**src/rtl/cordic_sin_engine_pkg.sv**
```systemverilog
// Shared constants, Q-format widths and FSM state encoding for the CORDIC sin/cos engine.
// Imported by the engine top and its float-to-fixed converter.
package cordic_sin_engine_pkg;

    localparam int unsigned N_ITER_DEF    = 21;
    localparam logic [31:0] K_INIT_DEF    = 32'h26DD3B6A;
    localparam logic [31:0] ANG_LIMIT_DEF = 32'h5A000000;

    // Angle is signed Q8.24 degrees, results are signed Q2.30.
    localparam int unsigned ANGLE_W    = 32;
    localparam int unsigned ANGLE_FRAC = 24;
    localparam int unsigned RES_W      = 32;
    localparam int unsigned RES_FRAC   = 30;
    localparam int unsigned IDX_W      = 8;

    typedef enum logic [1:0] {
        StIdle   = 2'd0,
        StFetch  = 2'd1,
        StRotate = 2'd2,
        StDone   = 2'd3
    } state_e;

endpackage

```
**src/rtl/f32_to_q824.sv**
```systemverilog
// Combinational IEEE-754 float32 to signed Q8.24 converter.
// Truncates small values toward zero and saturates magnitudes that do not fit.
module f32_to_q824
    import cordic_sin_engine_pkg::*;
(
    input  logic [31:0] i_f32,
    output logic [31:0] o_q824
);

    logic               w_sign;
    logic [7:0]         w_exp;
    logic [23:0]        w_mant;
    logic signed [9:0]  w_sh;
    logic signed [9:0]  w_nsh;
    logic [31:0]        w_mag;

    always_comb begin
        w_sign = i_f32[31];
        w_exp  = i_f32[30:23];
        w_mant = {1'b1, i_f32[22:0]};
        // value * 2^24 == mant * 2^(exp - 126)
        w_sh   = $signed({2'b00, w_exp}) - 10'sd126;
        w_nsh  = -w_sh;
        w_mag  = '0;
        if (w_exp == 8'd0) begin
            w_mag = '0;
        end else if (w_sh >= 10'sd0) begin
            if (w_sh > 10'sd7) begin
                w_mag = 32'h7FFFFFFF;
            end else begin
                w_mag = {8'b0, w_mant} << w_sh[2:0];
            end
        end else begin
            if (w_nsh >= 10'sd24) begin
                w_mag = '0;
            end else begin
                w_mag = {8'b0, w_mant} >> w_nsh[4:0];
            end
        end
        o_q824 = w_sign ? (~w_mag + 32'd1) : w_mag;
    end

endmodule

```
**src/rtl/cordic_sin_engine.sv**
```systemverilog
// CORDIC rotation sequencer: reads arctan(2^-i) degrees from an external float32 table
// and rotates (K, 0) by the requested Q8.24 angle, returning sin/cos in Q2.30.
module cordic_sin_engine
    import cordic_sin_engine_pkg::*;
#(
    parameter int unsigned N_ITER    = N_ITER_DEF,
    parameter logic [31:0] K_INIT    = K_INIT_DEF,
    parameter logic [31:0] ANG_LIMIT = ANG_LIMIT_DEF
) (
    input  logic             i_clk,
    input  logic             i_reset,
    input  logic             i_start,
    input  logic [31:0]      i_angle_in,
    input  logic [31:0]      i_tbl_data,
    output logic [IDX_W-1:0] o_tbl_idx,
    output logic             o_busy,
    output logic             o_done,
    output logic             o_err,
    output logic [31:0]      o_sin_out,
    output logic [31:0]      o_cos_out
);

    state_e             r_state;
    state_e             w_state_next;
    logic [IDX_W-1:0]   r_i;
    logic signed [31:0] r_x;
    logic signed [31:0] r_y;
    logic signed [31:0] r_z;
    logic signed [31:0] r_atan;
    logic [31:0]        r_sin;
    logic [31:0]        r_cos;
    logic               r_done;
    logic               r_err;

    logic [31:0]        w_atan_conv;
    logic signed [31:0] w_x_sh;
    logic signed [31:0] w_y_sh;
    logic signed [31:0] w_x_rot;
    logic signed [31:0] w_y_rot;
    logic signed [31:0] w_z_rot;
    logic               w_d_pos;
    logic               w_last;
    logic               w_in_range;

    f32_to_q824 u_conv (
        .i_f32  (i_tbl_data),
        .o_q824 (w_atan_conv)
    );

    always_comb begin
        w_in_range = ($signed(i_angle_in) <= $signed(ANG_LIMIT)) &&
                     ($signed(i_angle_in) >= -$signed(ANG_LIMIT));
        w_last  = (r_i == IDX_W'(N_ITER - 1));
        w_x_sh  = r_x >>> r_i;
        w_y_sh  = r_y >>> r_i;
        w_d_pos = ~r_z[31];
        // Both x and y updates use the pre-rotation values.
        if (w_d_pos) begin
            w_x_rot = r_x - w_y_sh;
            w_y_rot = r_y + w_x_sh;
            w_z_rot = r_z - r_atan;
        end else begin
            w_x_rot = r_x + w_y_sh;
            w_y_rot = r_y - w_x_sh;
            w_z_rot = r_z + r_atan;
        end
    end

    always_comb begin
        w_state_next = r_state;
        unique case (r_state)
            StIdle:   if (i_start) w_state_next = w_in_range ? StFetch : StDone;
            StFetch:  w_state_next = StRotate;
            StRotate: w_state_next = w_last ? StDone : StFetch;
            StDone:   w_state_next = StIdle;
            default:  w_state_next = StIdle;
        endcase
    end

    always_ff @(posedge i_clk) begin
        if (i_reset) begin
            r_state <= StIdle;
            r_i     <= '0;
            r_x     <= '0;
            r_y     <= '0;
            r_z     <= '0;
            r_atan  <= '0;
            r_sin   <= '0;
            r_cos   <= '0;
            r_done  <= 1'b0;
            r_err   <= 1'b0;
        end else begin
            r_state <= w_state_next;
            r_done  <= 1'b0;
            unique case (r_state)
                StIdle: begin
                    if (i_start) begin
                        if (w_in_range) begin
                            r_x <= K_INIT;
                            r_y <= '0;
                            r_z <= i_angle_in;
                            r_i <= '0;
                        end else begin
                            // Error path leaves sin/cos untouched.
                            r_done <= 1'b1;
                            r_err  <= 1'b1;
                        end
                    end
                end
                StFetch: r_atan <= w_atan_conv;
                StRotate: begin
                    r_x <= w_x_rot;
                    r_y <= w_y_rot;
                    r_z <= w_z_rot;
                    if (w_last) begin
                        // Results registered on entry to DONE so they show with the pulse.
                        r_done <= 1'b1;
                        r_err  <= 1'b0;
                        r_sin  <= w_y_rot;
                        r_cos  <= w_x_rot;
                    end else begin
                        r_i <= r_i + IDX_W'(1);
                    end
                end
                StDone: ;
                default: ;
            endcase
        end
    end

    assign o_tbl_idx = ((r_state == StFetch) || (r_state == StRotate)) ? r_i : '0;
    assign o_busy    = (r_state != StIdle);
    assign o_done    = r_done;
    assign o_err     = r_err;
    assign o_sin_out = r_sin;
    assign o_cos_out = r_cos;

endmodule

```
**config.mk**
```make
export PLATFORM = sky130hd
export DESIGN_NAME = cordic_sin_engine
export DESIGN_NICKNAME = d
export VERILOG_FILES = /design/src/rtl/cordic_sin_engine_pkg.sv /design/src/rtl/f32_to_q824.sv /design/src/rtl/cordic_sin_engine.sv
export SDC_FILE = /design/constraint.sdc
export NUM_CORES = 1
export LEC_CHECK = 0
export BUFFER_PORTS_ARGS = -buffer_cell sky130_fd_sc_hd__buf_4
export CELL_PAD_IN_SITES_DETAIL_PLACEMENT = 1
export CELL_PAD_IN_SITES_GLOBAL_PLACEMENT = 2
export CORE_ASPECT_RATIO = 0.7
export CORE_MARGIN = 10
export CORE_UTILIZATION = 38
export CTS_CLUSTER_SIZE = 28
export DETAILED_ROUTE_END_ITERATION = 8
export GPL_TIMING_DRIVEN = 0
export PLACE_DENSITY_LB_ADDON = 0.1
export SYNTH_ARGS = -nofsm -noshare
export SYNTH_HDL_FRONTEND = slang
export SYNTH_SLANG_ARGS = --single-unit
```
**constraint.sdc**
```tcl
create_clock -name i_clk -period 7.73 [get_ports i_clk]
set_clock_uncertainty 0.2 [all_clocks]
set_input_delay 0 -clock i_clk [delete_from_list [all_inputs] [get_ports i_clk]]
set_output_delay 0 -clock i_clk [all_outputs]
set_load 0.005 [all_outputs]
```
==> key figures <==
Run status
  • Status: finished clean

STA
  • Tmin final: 7630 ps
  • Slew HR: 0.0432
  • Final hold violation count: 0
  • Worst hold slack: 41.7 ps
  • Tcrit/Tclk final: 0.987
  • Final Slew Violations: 0
  • Fmax: 131 MHz
  • Final setup fails: 0
  • Worst-Margin Slew: 1420 ps
  • Post-route setup slack: 98.5 ps
  • Setup_tns: 0 ps

Routing
  • Routed Antenna Nets: 0
  • Initial DRC count: 3246
  • Vias per cell: 6.75
  • Post-route DRC: 0
  • DRT Pass-1 Iters: 5
  • Post-Route WL: 131000 um
  • DR vias: 26.8k
  • Drt wl/cell: 32.9 um

Finish
  • Nets@finish: 3336
  • Layout area overhead: 15.6%
  • Layout Cell Area excl Fill: 26600 sq um
  • Register area: just over 4000 sq um
  • Multi-input combinational cell area: 17900 sq um
  • FILL cells: 7373
  • Layout cell share with drive strength beyond 1: 0.150

Die
  • Die Ht: 226 um
  • Starting Density: 0.384
  • IO Count: around 140
  • Die X: 314 um
  • Row count: 75
  • Core ar.: roughly 60000 sq um
  • Die Area: between 70000 and 80000 sq um

Critical path
  • Crit path DAT: 7870 ps
  • CP max FO: 10
  • Crit path kind: reg2reg
  • Crit path largest cell delay: 740 ps
  • Crit end category: register
  • Setup crit start kind: register
  • R2r setup slk: 100 ps
  • Required @ worst endpoint: 7970 ps
  • CP most frequent cell: nor3_1
  • Worst r2r path cells: 25
  • CP Capture Point: r_x[31]
  • R2R Path Start: r_i[3]
  • R2R Path End: r_x[31]
  • Slowest stage cell, crit path: clkbuf_1
  • Crit. Startpoint: r_i[3]

Synthesis
  • Post-synth top cells: 339 x nor2_1, 283 x a21oi_1, 283 x nand2_1
  • Ranking of synthesized cells by area: dfxtp_1 18%, mux4_2 8.6%, ha_1 6.3%, a21oi_1 6.2%, nor2_1 5.5%
  • Syn avg cell area: approximately 7.8 sq um
  • Synth top area share: 0.178
  • Count of distinct cell types in the synthesized netlist: 115
  • Post-synthesis sequential area ratio: 0.178
  • YS warnings: 0
  • Mapped Area: 23000 sq um
  • Yosys reg bits: 204
  • Primary FF master, synth: dfxtp_1
  • Syn nets: 3129
  • Area leader, netlist: dfxtp_1
  • Post-synth EDFFs: 0
  • Most frequent cell after synthesis: nor2_1
  • Async SR Flop Fraction: 0
  • Post-Synthesis Cells: 2944

Clock network
  • H-tree Lvls: 1
  • Root buffer cell: clkbuf_16
  • Clk buf depth: 3
  • Clock Sinks: 204
  • Num CTS Buffers: 24
  • CTS tree: built
  • Clock transition at the registers of the reported paths: 60 ps
  • Worst skew pair latency: ~580 ps

Global route
  • Gr usage total: 0.351
  • First-pass GRT wire length: 187000 um
  • Largest net degree at the start of global routing: 14
  • Initial antenna violation count: 5
  • Remaining Overflow, GRT: 0
  • Vias in the first global route: about 27k

Placement
  • GP Congestion: 1.04
  • DP Area: between 20000 and 30000 sq um
  • Post-place setup slack: -1150 ps
  • DP Wirelength: 104000 um
  • Port Buf Inserts: between 100 and 150

Min path
  • Worst hold path class: in2reg

Flow run
  • MaxCap Viol Count: 0

Power and ir drop
  • Leakage: 10.3 nW
  • Pwr dens: 422 nW/um^2
  • Total chip power: between 10 and 15 mW
  • VDD IR-drop max: approximately 0.27 mV
[flip-flops by register name, indices dropped and copies added (netlist names)]
name       cells
o_cos_out     32
o_done         1
r_state        2
r_x           32
r_atan        32
o_sin_out     32
r_i            8
o_err          1
r_y           32
r_z           32
[report_power, final]
part           switching, mW  internal, mW
registers              0.411          1.24
clock network          0.525         0.720
logic                   5.28          3.04
[metrics by stage]
stage,instances,utilization
after floorplan,2944,-
after global placement,3890,0.418
after detailed placement,3890,0.418
after CTS,3967,0.441
after global routing,3977,0.444
final,3977,0.444
[worst max-delay path, delay by kind of cell, from the launching register on]
| family | cells | cell delay, ps |
|---|---|---|
| DFF | 1 | 360 |
| adders and majority gates | 2 | 490 |
| xor gates and xnor gates | 1 | 330 |
| and+or+nand+nor | 10 | 1880 |
| buffers and inverters | 3 | 1410 |
| AOI/OAI and AO/OA | 9 | 2840 |
[layer usage]
| metal | routed length [um] | global-route usage | vias up |
|---|---|---|---|
| met4 | 4290 | 0.101 | 0 |
| met5 | 0 | 0.00142 | - |
| li1 | - | - | 11400 |
| met3 | 15900 | 0.118 | 268 |
| met1 | 58000 | 0.490 | 13600 |
| met2 | 52500 | 0.501 | 1570 |
[area by class of cell]
| type | instances | area share |
|---|---|---|
| plain buffers | 207 | 0.0379 |
| multi-input cells | 2470 | 0.675 |
| inverters | 59 | 0.00834 |
| repair buffers | 185 | 0.0558 |
| clock inverters | 12 | 0.00706 |
| well taps | 808 | 0.0381 |
| diodes | 5 | 0.000471 |
| flip-flops and latches | 204 | 0.154 |
| clock buffers | 27 | 0.0238 |
[how the worst min path moves through the flow]
| stage | start | endpoint | slack, ps | cells after the start |
|---|---|---|---|---|
| final | i_tbl_data[0] | r_atan[0] | 40 | 5 |
| after global routing | i_angle_in[7] | r_z[7] | 80 | 4 |
| after CTS | i_tbl_data[0] | r_atan[0] | 10 | 5 |
| after detailed placement | i_angle_in[7] | r_z[7] | 70 | 3 |
| after global placement | i_angle_in[7] | r_z[7] | 60 | 3 |
| after floorplan | i_angle_in[10] | r_z[10] | -40 | 2 |
[cell usage in the layout (no fill, tap or decap), drive strengths merged, types with 57 or more instances in the layout]
master  synthesis  layout
xnor2         112     112
a31oi          61      61
buf            80     220
mux2i          96      96
mux4           88      88
xor2           87      87
inv            59      60
nand2         284     284
nor3           62      62
nor2          341     341
a21oi         283     283
dfxtp         204     204
o21ai         129     129
clkbuf        131     159
a22oi          57      57
ha            115     115
nand3          60      60
[what timing repair did]
| action | 4_1_cts | 5_1_grt |
|---|---|---|
| endpoints found under the hold margin | 52 | 0 |
| resized for setup | 42 | 27 |
| hold buffers | 38 | 0 |
| pin swaps | 1 | 7 |
| setup endpoints to repair | 15 | 8 |
| buffers inserted | 0 | 8 |
[cell families after synthesis]
kind of cell             share of synthesized area
AO/OA/AOI/OAI                                0.269
AND/OR/NAND/NOR                              0.217
adder cells (fa/ha/maj)                     0.0652
multiplexers                                 0.142
flip-flops                                   0.178
XOR/XNOR                                    0.0781
buffers and inverters                       0.0519
(Power assumes the default switching activity.)
